===== src/rtl/scpu_pkg.sv =====
// Shared SCPU definitions: RV32M funct3 encodings, MDU state encoding, datapath widths.
package scpu_pkg;

   localparam int unsigned XLEN  = 32;
   localparam int unsigned CNT_W = 5;
   localparam int unsigned ACC_W = 2 * XLEN;
   localparam int unsigned RD_W  = 5;

   localparam logic [2:0] F3_MUL    = 3'b000;
   localparam logic [2:0] F3_MULH   = 3'b001;
   localparam logic [2:0] F3_MULHSU = 3'b010;
   localparam logic [2:0] F3_MULHU  = 3'b011;
   localparam logic [2:0] F3_DIV    = 3'b100;
   localparam logic [2:0] F3_DIVU   = 3'b101;
   localparam logic [2:0] F3_REM    = 3'b110;
   localparam logic [2:0] F3_REMU   = 3'b111;

   typedef enum logic [1:0] {
      MDU_IDLE = 2'd0,
      MDU_CALC = 2'd1,
      MDU_FIX  = 2'd2,
      MDU_WB   = 2'd3
   } mdu_state_e;

   // Operation captured at launch and held for the whole iteration
   typedef struct packed {
      logic [2:0]      funct3;
      logic [RD_W-1:0] rd;
      logic            neg;
   } mdu_op_t;

   // Operand A is treated as two's complement for these ops
   function automatic logic op_a_signed(input logic [2:0] f3);
      return (f3 == F3_MULH) || (f3 == F3_MULHSU) || (f3 == F3_DIV) || (f3 == F3_REM);
   endfunction

   // Operand B is treated as two's complement for these ops
   function automatic logic op_b_signed(input logic [2:0] f3);
      return (f3 == F3_MULH) || (f3 == F3_DIV) || (f3 == F3_REM);
   endfunction

endpackage


===== src/rtl/mdu_step.sv =====
// One radix-2 iteration: shift-add multiply or restoring divide on the shared accumulator.
module mdu_step
   import scpu_pkg::*;
(
   input  logic [ACC_W-1:0] acc_i,
   input  logic [XLEN-1:0]  opnd_i,
   input  logic             is_div_i,
   output logic [ACC_W-1:0] acc_next_c
);

   logic [XLEN:0] mul_hi;
   logic [XLEN:0] rem_shift;
   logic          rem_ge;

   // Multiply: {product_hi, multiplier} shifts right; divide: {remainder, quotient} shifts left
   always_comb begin
      mul_hi = {1'b0, acc_i[ACC_W-1:XLEN]};
      if (acc_i[0]) begin
         mul_hi = mul_hi + {1'b0, opnd_i};
      end
      rem_shift = {acc_i[ACC_W-1:XLEN], acc_i[XLEN-1]};
      rem_ge    = (rem_shift >= {1'b0, opnd_i});
      if (is_div_i) begin
         acc_next_c = {(rem_ge ? (rem_shift[XLEN-1:0] - opnd_i) : rem_shift[XLEN-1:0]),
                       acc_i[XLEN-2:0], rem_ge};
      end else begin
         acc_next_c = {mul_hi, acc_i[XLEN-1:1]};
      end
   end

endmodule


===== src/rtl/mdu_iterative.sv =====
// Iterative RV32M multiply/divide unit: 32 radix-2 steps, sign fix, one-cycle writeback.
module mdu_iterative
   import scpu_pkg::*;
(
   input  logic            clk,
   input  logic            rst_n,
   input  logic            start,
   input  logic            flush,
   input  logic [2:0]      funct3,
   input  logic [XLEN-1:0] rs1_data,
   input  logic [XLEN-1:0] rs2_data,
   input  logic [RD_W-1:0] rd,
   output logic            busy,
   output logic            reg_write,
   output logic [RD_W-1:0] write_reg,
   output logic [XLEN-1:0] write_data
);

   mdu_state_e       state_q, state_d;
   logic [CNT_W-1:0] cnt_q, cnt_d;
   logic [ACC_W-1:0] acc_q, acc_d;
   logic [XLEN-1:0]  opnd_q, opnd_d;
   mdu_op_t          op_q, op_d;
   logic             busy_q, busy_d;
   logic             reg_write_q, reg_write_d;
   logic [RD_W-1:0]  write_reg_q, write_reg_d;
   logic [XLEN-1:0]  write_data_q, write_data_d;

   logic [ACC_W-1:0] acc_step_c;
   logic             sgn_a, sgn_b;
   logic [XLEN-1:0]  mag_a, mag_b;
   logic             div_zero, div_ovf;
   logic [ACC_W-1:0] prod;
   logic [XLEN-1:0]  quot, rem, result;

   mdu_step u_step (
      .acc_i      (acc_q),
      .opnd_i     (opnd_q),
      .is_div_i   (op_q.funct3[2]),
      .acc_next_c (acc_step_c)
   );

   // Next-state, datapath and registered-output logic
   always_comb begin
      state_d      = state_q;
      cnt_d        = cnt_q;
      acc_d        = acc_q;
      opnd_d       = opnd_q;
      op_d         = op_q;
      write_reg_d  = write_reg_q;
      write_data_d = write_data_q;

      sgn_a    = op_a_signed(funct3) & rs1_data[XLEN-1];
      sgn_b    = op_b_signed(funct3) & rs2_data[XLEN-1];
      mag_a    = sgn_a ? (-rs1_data) : rs1_data;
      mag_b    = sgn_b ? (-rs2_data) : rs2_data;
      div_zero = funct3[2] && (rs2_data == '0);
      div_ovf  = funct3[2] && !funct3[0] && (rs1_data == {1'b1, {(XLEN-1){1'b0}}}) &&
                 (rs2_data == '1);

      prod = op_q.neg ? (-acc_q) : acc_q;
      quot = op_q.neg ? (-acc_q[XLEN-1:0]) : acc_q[XLEN-1:0];
      rem  = op_q.neg ? (-acc_q[ACC_W-1:XLEN]) : acc_q[ACC_W-1:XLEN];
      case (op_q.funct3)
         F3_MUL:                           result = prod[XLEN-1:0];
         F3_MULH, F3_MULHSU, F3_MULHU:     result = prod[ACC_W-1:XLEN];
         F3_DIV, F3_DIVU:                  result = quot;
         default:                          result = rem;
      endcase

      case (state_q)
         MDU_IDLE: begin
            if (start && !flush) begin
               op_d.funct3 = funct3;
               op_d.rd     = rd;
               cnt_d       = CNT_W'(XLEN - 1);
               if (div_zero) begin
                  // Quotient all-ones, remainder is the raw dividend
                  acc_d    = {rs1_data, {XLEN{1'b1}}};
                  op_d.neg = 1'b0;
                  state_d  = MDU_FIX;
               end else if (div_ovf) begin
                  acc_d    = {{XLEN{1'b0}}, rs1_data};
                  op_d.neg = 1'b0;
                  state_d  = MDU_FIX;
               end else begin
                  acc_d    = {{XLEN{1'b0}}, (funct3[2] ? mag_a : mag_b)};
                  opnd_d   = funct3[2] ? mag_b : mag_a;
                  op_d.neg = (funct3[2] && funct3[1]) ? sgn_a : (sgn_a ^ sgn_b);
                  state_d  = MDU_CALC;
               end
            end
         end
         MDU_CALC: begin
            acc_d = acc_step_c;
            if (cnt_q == '0) begin
               state_d = MDU_FIX;
            end else begin
               cnt_d = cnt_q - 1'b1;
            end
         end
         MDU_FIX: begin
            write_data_d = result;
            write_reg_d  = op_q.rd;
            state_d      = MDU_WB;
         end
         default: begin
            state_d = MDU_IDLE;
         end
      endcase

      // Abort drops the operation before anything reaches the write port
      if (flush && (state_q != MDU_IDLE)) begin
         state_d      = MDU_IDLE;
         write_reg_d  = write_reg_q;
         write_data_d = write_data_q;
      end

      busy_d      = (state_d != MDU_IDLE);
      reg_write_d = (state_d == MDU_WB) && (op_q.rd != '0);
   end

   // State and datapath registers
   always_ff @(posedge clk or negedge rst_n) begin
      if (!rst_n) begin
         state_q      <= MDU_IDLE;
         cnt_q        <= '0;
         acc_q        <= '0;
         opnd_q       <= '0;
         op_q         <= '0;
         busy_q       <= 1'b0;
         reg_write_q  <= 1'b0;
         write_reg_q  <= '0;
         write_data_q <= '0;
      end else begin
         state_q      <= state_d;
         cnt_q        <= cnt_d;
         acc_q        <= acc_d;
         opnd_q       <= opnd_d;
         op_q         <= op_d;
         busy_q       <= busy_d;
         reg_write_q  <= reg_write_d;
         write_reg_q  <= write_reg_d;
         write_data_q <= write_data_d;
      end
   end

   assign busy       = busy_q;
   assign reg_write  = reg_write_q;
   assign write_reg  = write_reg_q;
   assign write_data = write_data_q;

endmodule


===== config.mk =====
export PLATFORM = sky130hd
export DESIGN_NAME = mdu_iterative
export DESIGN_NICKNAME = d
export VERILOG_FILES = /design/src/rtl/scpu_pkg.sv /design/src/rtl/mdu_step.sv /design/src/rtl/mdu_iterative.sv
export SDC_FILE = /design/constraint.sdc
export NUM_CORES = 1
export LEC_CHECK = 0
export CORE_ASPECT_RATIO = 1.75
export CORE_UTILIZATION = 40
export DETAILED_ROUTE_END_ITERATION = 10
export GPL_ROUTABILITY_DRIVEN = 0
export HOLD_SLACK_MARGIN = 0.12
export SYNTH_ARGS = -nofsm -noshare
export SYNTH_HDL_FRONTEND = slang
export SYNTH_SLANG_ARGS = --single-unit

===== constraint.sdc =====
create_clock -name clk -period 4.25 [get_ports clk]
set_clock_uncertainty 0.1 [all_clocks]
set_input_delay 0.6375 -clock clk [delete_from_list [all_inputs] [get_ports clk]]
set_output_delay 0.6375 -clock clk [all_outputs]
set_load 0.05 [all_outputs]

# [After elaboration in Yosys (flattened, before gate mapping)]
# Index checks and enable logic that the tools add are counted.
[word_totals] latch_bits=0 word_cells=99 reg_bits=151 ram_bits=0 inputBits=76 output_inout_bits=39 mem_count=0 rom_bits=0
[classes] add_sub_neg=8 n_eq_ne=16 div_mod_pow=0 mul=0 shift=0 reduce_logical=30 n_lt_le_gt_ge=1 n_bitwise=6 mux=27
[ops] op="$mux 32" n=8
[ops] op="$mux 64" n=4
[ops] op="$neg 32->32" n=4
[ops] op="$pmux 64 s2" n=1
[ops] op="$pmux 32 s3" n=1
[ops] op="$eq 32x32->1 const B" n=2
[ops] op="$neg 64->64" n=1
[ops] op="$add 32x32->33" n=1
[ops] op="$ge 33x32->1" n=1
[ops] op="$mux 33" n=1
[ops] op="$logic_not 32->1" n=1
[ops] op="$sub 32x32->32" n=1
[ops] op="$eq 3x3->1 const B" n=4
[ops] op="$mux 2" n=5
[ops] op="$mux 5" n=2
[ops] op="$pmux 5 s2" n=1
[ops] op="$eq 3x2->1 const B" n=3
[ops] op="$logic_and 1x1->1" n=8
[ops] op="$eq 3x1->1 const B" n=2
[ops] op="$pmux 2 s3" n=1
[ops] op="$reduce_and 2->1" n=3
[ops] op="$reduce_bool 2->1" n=3
[ops] op="$logic_not 5->1" n=1
[ops] op="$logic_or 1x1->1" n=5
[ops] op="16 further kinds" n=24

# [Depth between registers and ports, before layout]
# Gate-level depths: netlist of the first run.
[depth] word_depth=11 ltp_mapped=15 mapped_depth_nobuf=14

# [Modules after synthesis]
# From an unflattened synthesis of the first run, not the netlist that was laid out.
[unflattened] cells_unflattened=2068 hier_area_um2=15680.0
[modules_own_cells] module="mdu_iterative" cells_per_inst=1316 instances=1 seq_area_each_um2=3778.6 area_per_inst_um2=10560.1
[modules_own_cells] module="mdu_step" cells_per_inst=752 instances=1 seq_area_each_um2=0.0 area_per_inst_um2=5119.9

# [Worst setup path after synthesis of the first run]
# Ideal clock, no wire load.
[synth_timing] kind="register to register" from="register acc_q[31]" to="register acc_q[60]" setup_time_ps=131 t_arrival_ps=3114 n_path_buf=0 stages_incl_launch_ff=15 slack_ps=904 required_ps=4019 synth_period_minus_slack_ps=3346 cell_sequence="dfrtp_1 -> inv_1 -> ha_1 -> inv_1 -> fa_1 -> a21o_1 -> a221oi_1 -> o21bai_1 -> a211o_1 -> a311o_1 -> nand3_1 -> a21oi_1 -> o22ai_1 -> nor4_1 -> or3_1"
[synth_between] elab_chain_len=4 word_cells_on_any_way=5 cone_classes="1 x add/sub; 1 x order compare; 3 x mux"
[synth_lines] element="from (decl)" line="mdu_iterative.sv:21" rtl="logic [ACC_W-1:0] acc_q, acc_d;"
[synth_lines] element="from (signal assigned)" line="mdu_iterative.sv:128" rtl="acc_q <= '0;"
[synth_lines] element="from (signal assigned)" line="mdu_iterative.sv:138" rtl="acc_q <= acc_d;"
[synth_lines] element="$sub 32x32->32 or $ge 33x32->1 (tied branches)" line="mdu_step.sv:24, mdu_step.sv:22"
[synth_lines] element="$mux 32 (*)" line="mdu_step.sv:24" rtl="acc_next_c = {(rem_ge ? (rem_shift[XLEN-1:0] - opnd_i) : rem_shift[XLEN-1:0]),"
[synth_lines] element="$mux 64 (*)" line="mdu_step.sv:23" rtl="if (is_div_i) begin"
[synth_lines] element="$pmux 64 s2 (*)" line="mdu_iterative.sv:71" rtl="case (state_q)"
# Every way passes the cells marked *; elsewhere a longest branch is shown, timed or not.
# A chain may end at the register's enable or synchronous reset.

# [Worst setup path after layout of the first run]
[layout_timing] from="register opnd_q[0]" to="register acc_q[59]"
[layout_between] elab_chain_len=4 word_cells_on_any_way=7 cone_classes="2 x add/sub; 1 x order compare; 4 x mux"
[layout_lines] element="from (decl)" line="mdu_iterative.sv:22" rtl="logic [XLEN-1:0] opnd_q, opnd_d;"
[layout_lines] element="from (signal assigned)" line="mdu_iterative.sv:139" rtl="opnd_q <= opnd_d;"
[layout_lines] element="$add 32x32->33, or another cell as far along" line="mdu_step.sv:19" rtl="mul_hi = mul_hi + {1'b0, opnd_i};"
[layout_lines] element="$mux 33 or $mux 32 (tied branches)" line="mdu_step.sv:18, mdu_step.sv:24"
[layout_lines] element="$mux 64 (*)" line="mdu_step.sv:23"
[layout_lines] element="$pmux 64 s2 (*)" line="mdu_iterative.sv:71"
# Marked as above.

==> results of run 1 <==
-- worst reg2reg max path: cells and delay by family (launching register included) --
| kind | cells | cell delay [ns] |
|---|---|---|
| AOI/OAI and AO/OA | 8 | 2.29 |
| adders and majority gates | 2 | 0.66 |
| DFF | 1 | 0.42 |
| muxes | 1 | 0.27 |
| and+or+nand+nor | 1 | 0.20 |
-- what timing repair did --
item                       in CTS  in global routing
hold buffers                    0                  0
setup buffers                   0                  0
setup endpoints to repair       0                  3
resized for setup               0                  3
-- power groups by stage --
stage,sequential [mW],combinational [mW],clock [mW]
5_1_grt,2.72,9.40,1.66
4_1_cts,2.64,8.48,1.61
2_1_floorplan,2.39,5.82,0
6_report,2.68,8.78,1.61
3_3_place_gp,2.66,8.37,0
3_5_place_dp,2.67,8.45,0
-- synthesized netlist by cell type (9+ instances only) --
cell      instances  share of area [%]
a31oi_1          21               0.86
a21o_1           35                1.7
mux2i_1          47                3.1
clkbuf_1        118                2.9
nand3_1          40                1.3
o41ai_1          13               0.74
a211oi_1         40                2.0
a21oi_1         181                5.9
o21ai_1          16               0.52
dfrtp_1         151                 25
buf_2             9               0.29
nor2_1          130                3.2
o31ai_1          29                1.4
nand4_1          15               0.61
mux2_2           15                1.1
or4_1            13               0.64
o21ai_0         216                7.0
o21bai_1         11               0.54
ha_1             71                5.8
and2_1           11               0.45
and3_1           19               0.78
xor2_1           65                3.7
o22ai_1          13               0.53
nor4_1           12               0.49
xnor2_1         111                6.3
buf_1            16               0.39
a221oi_1         13               0.74
nor3_1           40                1.3
nand2b_1         18               0.73
o211ai_1         23                1.1
nor2b_1          20               0.82
nand2_1         264                6.5
or3_1            13               0.53
a221o_1          11               0.72
inv_1            68                1.7
a22oi_1           9               0.44
a222oi_1         15               0.98
-- worst max path at each step --
stage	from	end	slack, ns	depth (start not counted)
floorplan	acc_q[31]$_DFFE_PN0P_	acc_q[60]$_DFFE_PN0P_	0.90	14
global placement	acc_q[31]$_DFFE_PN0P_	acc_q[58]$_DFFE_PN0P_	0.24	15
detailed placement	acc_q[31]$_DFFE_PN0P_	acc_q[58]$_DFFE_PN0P_	0.18	15
CTS	acc_q[31]$_DFFE_PN0P_	acc_q[58]$_DFFE_PN0P_	0.14	15
global route	acc_q[31]$_DFFE_PN0P_	acc_q[58]$_DFFE_PN0P_	0.06	15
finish	opnd_q[0]$_DFFE_PN0P_	acc_q[59]$_DFFE_PN0P_	0.20	12
-- per-stage QoR --
stage	instances	instance area [sq um]	util (%)	total power, mW
after floorplan	2033	15300	-	8.21
after global placement	2565	17200	45.7	11.0
after detailed placement	2565	17200	45.7	11.1
after CTS	2597	17800	47.3	12.7
after global routing	2597	17800	47.4	13.8
final	2598	17800	47.4	13.1
-- layout make-up --
class                      instances  area [sq um]
fill                            3807         19800
multi-input combinational       1665         10800
sequential                       151          3780
timing repair buffer             200          1820
tap                              480           601
clock buffer                      17           425
inverter                          69           259
clock inverter                    15           181
antenna                            1          2.50
-- layer usage --
metal | vias to the layer above | global-route usage, % | wire length (um)
met2 | 869 | 58.9 | 32600
met5 | - | 0.500 | 0
met4 | 0 | 32.8 | 7150
met1 | 7847 | 34.7 | 22400
met3 | 327 | 6.31 | 4500
li1 | 7546 | - | -
-- kinds of logic after synthesis --
kind of cell    Yosys count
compound gates          704
flops                   151
buf+inv                 217
xor+xnor                176
simple gates            650
fa+ha+maj                73
mux                      62
==> metrics.md, run 1 <==
| Metric | Value |
|---|---|
| WL final | `66,600 um` |
| Post-synth EDFFs | `0` |
| Largest net degree at the start of global routing | `125` |
| FF+latch count, synth | `151` |
| Seq pwr share | `20.5%` |
| Vias in the first global route | `16,086` |
| Synthesized cell area | `15,300 sq um` |
| GR Overflow Total | `0` |
| GRT Util Overall | `34.4%` |
| CP Class | `flop to flop` |
| Starting Density | `40.7%` |
| Deepest clock path buffer count | `2` |
| Via/cell ratio | `6.39` |
| Most common cell after layout, fill and taps aside | `nand2_1` |
| Max Cap Viol | `0` |
| Seq/Total Area, Yosys | `24.6%` |
| Final setup fails | `0` |
| Post-route antenna net violation count | `0` |
| Worst skew pair latency | `0.48 ns` |
| Synth Area in Compound Gates | `28.8%` |
| Worst slew pin tran | `1.36 ns` |
| CP max stage cell | `dfrtp_1` |
| IO Count | `115` |
| Critical Path Source Type | `flop` |
| DR DRC count | `0` |
| Critical Path RT | `4.49 ns` |
| H-tree levels | `4` |
| Hold Worst Slack | `0.0870 ns` |
| Floorplan Core Area | `37,600 sq um` |
| CP top delay family | `compound AO/OA/AOI/OAI gates` |
| Final hold viol count | `0` |
| DR iter-0 viols | `1,532` |
| R2r setup slk | `0.20 ns` |
| Die ar. | `39,200 sq um` |
| Detailed Place HPWL | `51,000 um` |
| Ys flop type | `dfrtp_1` |
| F_max | `247 MHz` |
| Number of flip-flops in the largest register | `64` |
| Clk pwr share | `12.3%` |
| Largest stage delay on the critical path | `0.42 ns` |
| Tcrit/Tclk final | `95.4%` |
| Fin crit period | `4.05 ns` |
| WP data arrival | `4.29 ns` |
| Syn avg cell area | `7.54 sq um` |
| Sink Count | `151` |
| CTS tree | `done` |
| Adder-Cell Fraction of Synth Area | `6.05%` |
| CP Buf/Inv Count | `0` |
| RSZ-0062 raised after global routing | `false` |
| Worst Path Max Fanout | `4` |
| Status | `complete, no violations` |
| Warnings from Yosys | `0` |
| Pre-antenna DRT Iters | `8` |
| Part of the power in combinational logic | `67.2%` |
| Synth Area in Simple Gates | `20.7%` |
| Count of cell types in the netlist | `91` |
| Root buffer cell | `clkbuf_16` |
| Post-synthesis mux area share | `4.17%` |
| CTS Buf Count | `17` |
| Reg-to-reg endpoint | `acc_q[59]$_DFFE_PN0P_` |
| Post-synth net total | `2,182` |
| Most frequent cells in the layout | `nand2_1 (263), o21ai_0 (216), a21oi_1 (179)` |
| Headroom to the max-slew limit | `8.76%` |
| Int Pwr | `6.07 mW` |
| Peak supply drop | `0.289 mV` |
| Gate Count Post-Synth | `2,033` |
| Largest family of logic cells by synthesized area | `compound AO/OA/AOI/OAI gates` |
| Post-synthesis async set-or-reset flop share | `100%` |
| Final worst setup slack | `0.197 ns` |
| Critical R2R Launch | `opnd_q[0]$_DFFE_PN0P_` |
| Switch Pwr | `7.00 mW` |
| Chip width | `150 um` |
| Leakage | `7.33 nW` |
| Switch share | `53.6%` |
| Synth Area in XOR/XNOR | `10.1%` |
| Syn-to-layout area delta | `16.3%` |
| Pwr Density | `733 nW/um^2` |
| Worst Hold Class | `input pin to async pin` |
| Buffers on Ports | `114` |
| Fin Setup TNS | `0 ns` |
| CP cell instances | `ha_1, fa_1, a21o_1, a221oi_1, o21bai_1, a21o_1, nand4_1, a41oi_1, a31oi_1, mux2i_1, a221oi_1, a32oi_1` |
| Drt wl/cell | `25.7 um` |
| Via count | `16,589` |
| Rows | `94` |
| Clock-pin slew on the worst setup and hold paths | `0.08 ns` |
| Top reg by flops | `acc_q` |
| Final net count | `2,253` |
| Antenna violations before repair | `2` |
| R2r worst-path depth | `12` |
| Dpl ws | `0.184 ns` |
| First-pass GRT wire length | `98,300 um` |
| Layout cell share with drive strength beyond 1 | `8.74%` |
| Vert. Die Dim | `261 um` |
| Crit. End Element | `flop` |
| Count of pins over their slew limit | `0` |
(Power assumes the default switching activity.)
==> run 2: changes to the inputs <==
--- a/config.mk
+++ b/config.mk
@@ -6,6 +6,7 @@
 export NUM_CORES = 1
 export LEC_CHECK = 0
 export CORE_ASPECT_RATIO = 1.75
+export CORE_MARGIN = 3
 export CORE_UTILIZATION = 40
 export DETAILED_ROUTE_END_ITERATION = 10
 export GPL_ROUTABILITY_DRIVEN = 0
==> run 2 against run 1 <==
Effect of this change:
- via count is 1.2% lower
- register-to-register slack improved by 0.02 ns
- sequential cell count is the same
- power fell by 1.8%
==> metrics.md, run 2 (synthesis gave the netlist of run 1 again) <==
| Metric | Value |
|---|---|
| Status | `complete, no violations` |
| Most frequent cells in the layout | `nand2_1 (263), o21ai_0 (215), a21oi_1 (180)` |
| Part of the power in combinational logic | `66.8%` |
| CTS Buf Count | `17` |
| Switch share | `52.4%` |
| Int Pwr | `6.10 mW` |
| Placed Cells | `2,572` |
| Clock-pin slew on the worst setup and hold paths | `0.07 ns` |
| GR Overflow Total | `0` |
| Fin crit period | `4.03 ns` |
| WP data arrival | `4.27 ns` |
| Number of flip-flops in the largest register | `64` |
| Tcrit/Tclk final | `94.9%` |
| Worst slew pin tran | `1.11 ns` |
| Root buffer cell | `clkbuf_16` |
| Post-CTS setup buffers | `0` |
| Most common cell after layout, fill and taps aside | `nand2_1` |
| Via count | `16,396` |
| N_diodes | `0` |
| Worst skew pair latency | `0.47 ns` |
| Largest stage delay on the critical path | `0.43 ns` |
| Clk pwr share | `12.3%` |
| Layout fillers | `3,782` |
| WL final | `65,800 um` |
| Peak supply drop | `0.328 mV` |
| Vias in the first global route | `15,889` |
| Layout cell share with drive strength beyond 1 | `8.95%` |
| Syn-to-layout area delta | `16.3%` |
| Count of pins over their slew limit | `0` |
| Worst Hold Class | `input pin to async pin` |
| Final net count | `2,260` |
| CP Buf/Inv Count | `1` |
| Drt wl/cell | `25.3 um` |
| Top reg by flops | `acc_q` |
| Floorplan Core Area | `37,800 sq um` |
| Pwr Density | `719 nW/um^2` |
| F_max | `248 MHz` |
| Switch Pwr | `6.73 mW` |
| Antenna violations before repair | `2` |
| Hold buffer count at cts | `0` |
| Starting Density | `40.6%` |
| CP max stage cell | `a21oi_1` |
| Worst Path Max Fanout | `9` |
| IO Count | `115` |
| CP dominant cell by count | `o21ai_0` |
| Post-route antenna net violation count | `0` |
| Sink Count | `151` |
| DR DRC count | `0` |
| Chip width | `154 um` |
| RSZ-0062 raised after global routing | `false` |
| DR iter-0 viols | `1,588` |
| Vert. Die Dim | `265 um` |
| Fin Setup TNS | `0 ns` |
| Critical Path Source Type | `flop` |
| Buffers on Ports | `114` |
| Crit. End Element | `flop` |
| Leakage | `7.35 nW` |
| H-tree levels | `4` |
| Final hold viol count | `0` |
| Detailed Place HPWL | `50,900 um` |
| Deepest clock path buffer count | `2` |
| Headroom to the max-slew limit | `25.8%` |
| Non-filler cells, final | `2,604` |
| GRT Util Overall | `31.4%` |
| Critical Path RT | `4.49 ns` |
| Pre-antenna DRT Iters | `7` |
| Max Cap Viol | `0` |
| Total Power Consumption | `12.8 mW` |
| CTS tree | `done` |
| First-pass GRT wire length | `97,700 um` |
| Rows | `94` |
| Final setup fails | `0` |
| CP cell instances | `buf_4, ha_1, a21o_1, a21oi_1, o21ai_0, or3_1, o21ai_0, o21ai_0, xor2_1, a221oi_1, nor2_1, or3_1` |
| CP Class | `flop to flop` |
| Largest net degree at the start of global routing | `122` |
| Die ar. | `40,800 sq um` |
| Seq pwr share | `20.9%` |
| Via/cell ratio | `6.30` |
| CP top delay family | `compound AO/OA/AOI/OAI gates` |
-- run 2: what timing repair did --
action | CTS | global route
endpoints found under the setup margin | 0 | 2
resized for setup | 0 | 1
hold endpoints to repair | 0 | 0
-- run 2: area by class of cell --
| type | count | area [sq um] | share of cell area [%] |
|---|---|---|---|
| timing repair buffer | 207 | 1860 | 10.4 |
| tap | 480 | 601 | 3.37 |
| clock inverter | 15 | 155 | 0.870 |
| sequential | 151 | 3780 | 21.2 |
| inverter | 69 | 259 | 1.45 |
| clock buffer | 17 | 425 | 2.39 |
| multi-input combinational | 1665 | 10800 | 60.3 |
-- run 2: final timing paths --
| path | cells after the start | start | end | slack, ns |
|---|---|---|---|---|
| setup / recovery | 12 | acc_q[52]$_DFFE_PN0P_ | acc_q[60]$_DFFE_PN0P_ | 0.22 |
| hold / removal | 1 | rst_n | op_q[7]$_DFFE_PN0P_ | 0.14 |
| setup reg to reg | 12 | acc_q[52]$_DFFE_PN0P_ | acc_q[60]$_DFFE_PN0P_ | 0.22 |
| hold reg to reg | 2 | write_reg[2]$_DFFE_PN0P_ | write_reg[2]$_DFFE_PN0P_ | 0.37 |
| max in group asynchronous | 2 | rst_n | write_data[10]$_DFFE_PN0P_ | 2.92 |
| min in group clk | 2 | write_reg[2]$_DFFE_PN0P_ | write_reg[2]$_DFFE_PN0P_ | 0.37 |
-- run 2: through the flow --
step | hold slack [ns] | setup slack, ns | util [%] | area (sq um)
CTS | 0.177 | 0.281 | 47.2 | 17800
global placement | 0.361 | 0.253 | 45.7 | 17200
floorplan | 0.242 | 0.904 | - | 15300
global route | 0.201 | 0.105 | 47.2 | 17800
detailed placement | 0.362 | 0.179 | 45.7 | 17200
finish | 0.139 | 0.216 | 47.2 | 17800
-- run 2: per-layer routing --
layer | up-vias | track usage [%] | wire length (um)
li1 | 7557 | - | -
met4 | 0 | 27.7 | 7090
met2 | 779 | 53.2 | 32000
met5 | - | 0 | 0
met1 | 7784 | 34.0 | 23000
met3 | 276 | 4.18 | 3660
-- run 2: power groups by stage --
stage	logic [mW]	registers [mW]	clock network, mW
6_report	8.57	2.68	1.58
2_1_floorplan	5.82	2.39	0
3_5_place_dp	8.30	2.68	0
4_1_cts	8.35	2.66	1.59
3_3_place_gp	8.22	2.67	0
5_1_grt	9.24	2.74	1.65
==> run 3: changes to the inputs <==
--- a/config.mk
+++ b/config.mk
@@ -9,6 +9,7 @@
 export CORE_MARGIN = 3
 export CORE_UTILIZATION = 40
 export DETAILED_ROUTE_END_ITERATION = 10
+export DONT_BUFFER_PORTS = 1
 export GPL_ROUTABILITY_DRIVEN = 0
 export HOLD_SLACK_MARGIN = 0.12
 export SYNTH_ARGS = -nofsm -noshare
==> run 3 against run 2 <==
Effect of this change:
- maximum frequency increased by 3.2%
- largest power group unchanged
- core utilization down 3.8 points
- routed wire length decreased by 2.9%
- global-route usage shrank 1.2 points
- sequential power is 4% higher
- cell count down 5.8%
- critical endpoint is now acc_q[61]$_DFFE_PN0P_
- register-to-register slack gained 0.13 ns
- critical path depth did not move
- design area decreased by 7.9%
- power shrank 4.1%
==> metrics.md, run 3 (synthesis gave the netlist of run 1 again) <==
| Metric | Value |
|---|---|
| Final core occ | `43.5%` |
| Top reg by flops | `acc_q` |
| WP data arrival | `4.15 ns` |
| Layout cell share with drive strength beyond 1 | `7.65%` |
| Deepest clock path buffer count | `2` |
| CTS tree | `done` |
| Final hold viol count | `0` |
| Pwr Density | `750 nW/um^2` |
| N_diodes | `0` |
| Worst slew pin tran | `1.25 ns` |
| Count of pins over their slew limit | `0` |
| Peak supply drop | `0.345 mV` |
| Die ar. | `40,800 sq um` |
| CP Class | `flop to flop` |
| RSZ-0062 raised after global routing | `false` |
| Number of flip-flops in the largest register | `64` |
| # resized after CTS | `0` |
| Seq pwr share | `22.7%` |
| Most common cell after layout, fill and taps aside | `nand2_1` |
| GR Overflow Total | `0` |
| Final setup fails | `0` |
| DR iter-0 viols | `1,551` |
| Layout fillers | `3,825` |
| Final net count | `2,110` |
| Tcrit/Tclk final | `92.0%` |
| H-tree levels | `4` |
| Area of the multi-input gates | `10,700 sq um` |
| Worst skew pair latency | `0.47 ns` |
| Switch share | `52.7%` |
| IO Count | `115` |
| DR DRC count | `0` |
| Drt wl/cell | `26.0 um` |
| F_max | `256 MHz` |
| Final instance area | `16,400 sq um` |
| Worst Hold Class | `input pin to async pin` |
| First-pass GRT wire length | `93,600 um` |
| Headroom to the max-slew limit | `15.5%` |
| Pre-antenna DRT Iters | `5` |
| Post-DP Area | `15,800 sq um` |
| Buffers on Ports | `0` |
| Hold buffer count at cts | `1` |
| Chip width | `154 um` |
| Most frequent cells in the layout | `nand2_1 (263), o21ai_0 (216), a21oi_1 (180)` |
| CTS Buf Count | `17` |
| Via count | `15,707` |
| Fin Setup TNS | `0 ns` |
| WL final | `63,800 um` |
| Vert. Die Dim | `265 um` |
| Critical Path Source Type | `flop` |
| Post-CTS setup buffers | `0` |
| Worst Path Max Fanout | `4` |
| Part of the power in combinational logic | `64.6%` |
| Starting Density | `40.6%` |
| Critical Path RT | `4.49 ns` |
| Via/cell ratio | `6.40` |
| Switch Pwr | `6.48 mW` |
| Status | `complete, no violations` |
| Int Pwr | `5.83 mW` |
| Max Cap Viol | `0` |
| Vias in the first global route | `14,980` |
| Detailed Place HPWL | `48,700 um` |
| Clk pwr share | `12.7%` |
| Leakage | `6.74 nW` |
| Fin crit period | `3.91 ns` |
| GRT Util Overall | `30.3%` |
| Post-route antenna net violation count | `0` |
| Sink Count | `151` |
| Crit. End Element | `flop` |
| Root buffer cell | `clkbuf_16` |
| Floorplan Core Area | `37,800 sq um` |
| FF/Latch Area | `3780 sq um` |
| Rows | `94` |
| Clock-pin slew on the worst setup and hold paths | `0.07 ns` |
| Antenna violations before repair | `1` |
| Largest net degree at the start of global routing | `152` |
| Syn-to-layout area delta | `7.07%` |
## run 3: cell type report
type                       count  area share [%]
clock buffer                  17            2.59
clock inverter                15           0.975
inverter                      69            1.58
multi-input combinational   1665            65.4
sequential                   151            23.0
tap                          480            3.66
timing repair buffer          57            2.73
## run 3: worst max-delay path: stages (launching register included)
cell and delay (ns):
dfrtp_1 0.41, ha_1 0.24, fa_1 0.43, a21o_1 0.20, a221oi_1 0.41, o21bai_1 0.22
a21o_1 0.27, a31oi_1 0.30, o211ai_1 0.29, a41oi_1 0.42, xnor2_1 0.11, a221oi_1 0.28
a21oi_1 0.12
## run 3: path summary, 6_finish.rpt
kind	slack [ns]	endpoint	depth (start not counted)	startpoint
worst min-delay path	0.04	write_reg[2]$_DFFE_PN0P_	1	rst_n
max in group asynchronous	3.29	op_q[8]$_DFFE_PN0P_	1	rst_n
worst min register to register	0.40	write_reg[4]$_DFFE_PN0P_	2	op_q[5]$_DFFE_PN0P_
worst max-delay path	0.34	acc_q[61]$_DFFE_PN0P_	12	opnd_q[0]$_DFFE_PN0P_
min in group clk	0.18	op_q[2]$_DFFE_PN0P_	2	rd[1]
worst max register to register	0.34	acc_q[61]$_DFFE_PN0P_	12	opnd_q[0]$_DFFE_PN0P_
## run 3: layer usage
| layer | vias to the layer above | wire length (um) | track usage [%] | part of all wire (%) |
|---|---|---|---|---|
| met3 | 240 | 4700 | 5.63 | 7.4 |
| li1 | 7254 | - | - | - |
| met5 | - | 13 | 0 | 0.020 |
| met1 | 7429 | 21700 | 32.0 | 34 |
| met4 | 2 | 6890 | 27.3 | 11 |
| met2 | 782 | 30600 | 50.6 | 48 |
## run 3: stage by stage
stage | instances | setup WS (ns) | hold WS [ns] | power, mW
after floorplan | 2033 | 0.904 | 0.242 | 8.21
after global placement | 2421 | 0.476 | 0.247 | 10.4
after detailed placement | 2421 | 0.392 | 0.247 | 10.5
after CTS | 2454 | 0.379 | 0.122 | 12.1
after global routing | 2454 | 0.0871 | 0.122 | 13.1
final | 2454 | 0.342 | 0.0363 | 12.3
## run 3: power by group through the flow
stage,Clock (mW),Sequential [mW],Combinational (mW)
after global routing,1.64,2.85,8.62
after CTS,1.59,2.78,7.77
after floorplan,0,2.39,5.82
after global placement,0,2.79,7.64
after detailed placement,0,2.81,7.70
final,1.56,2.80,7.95
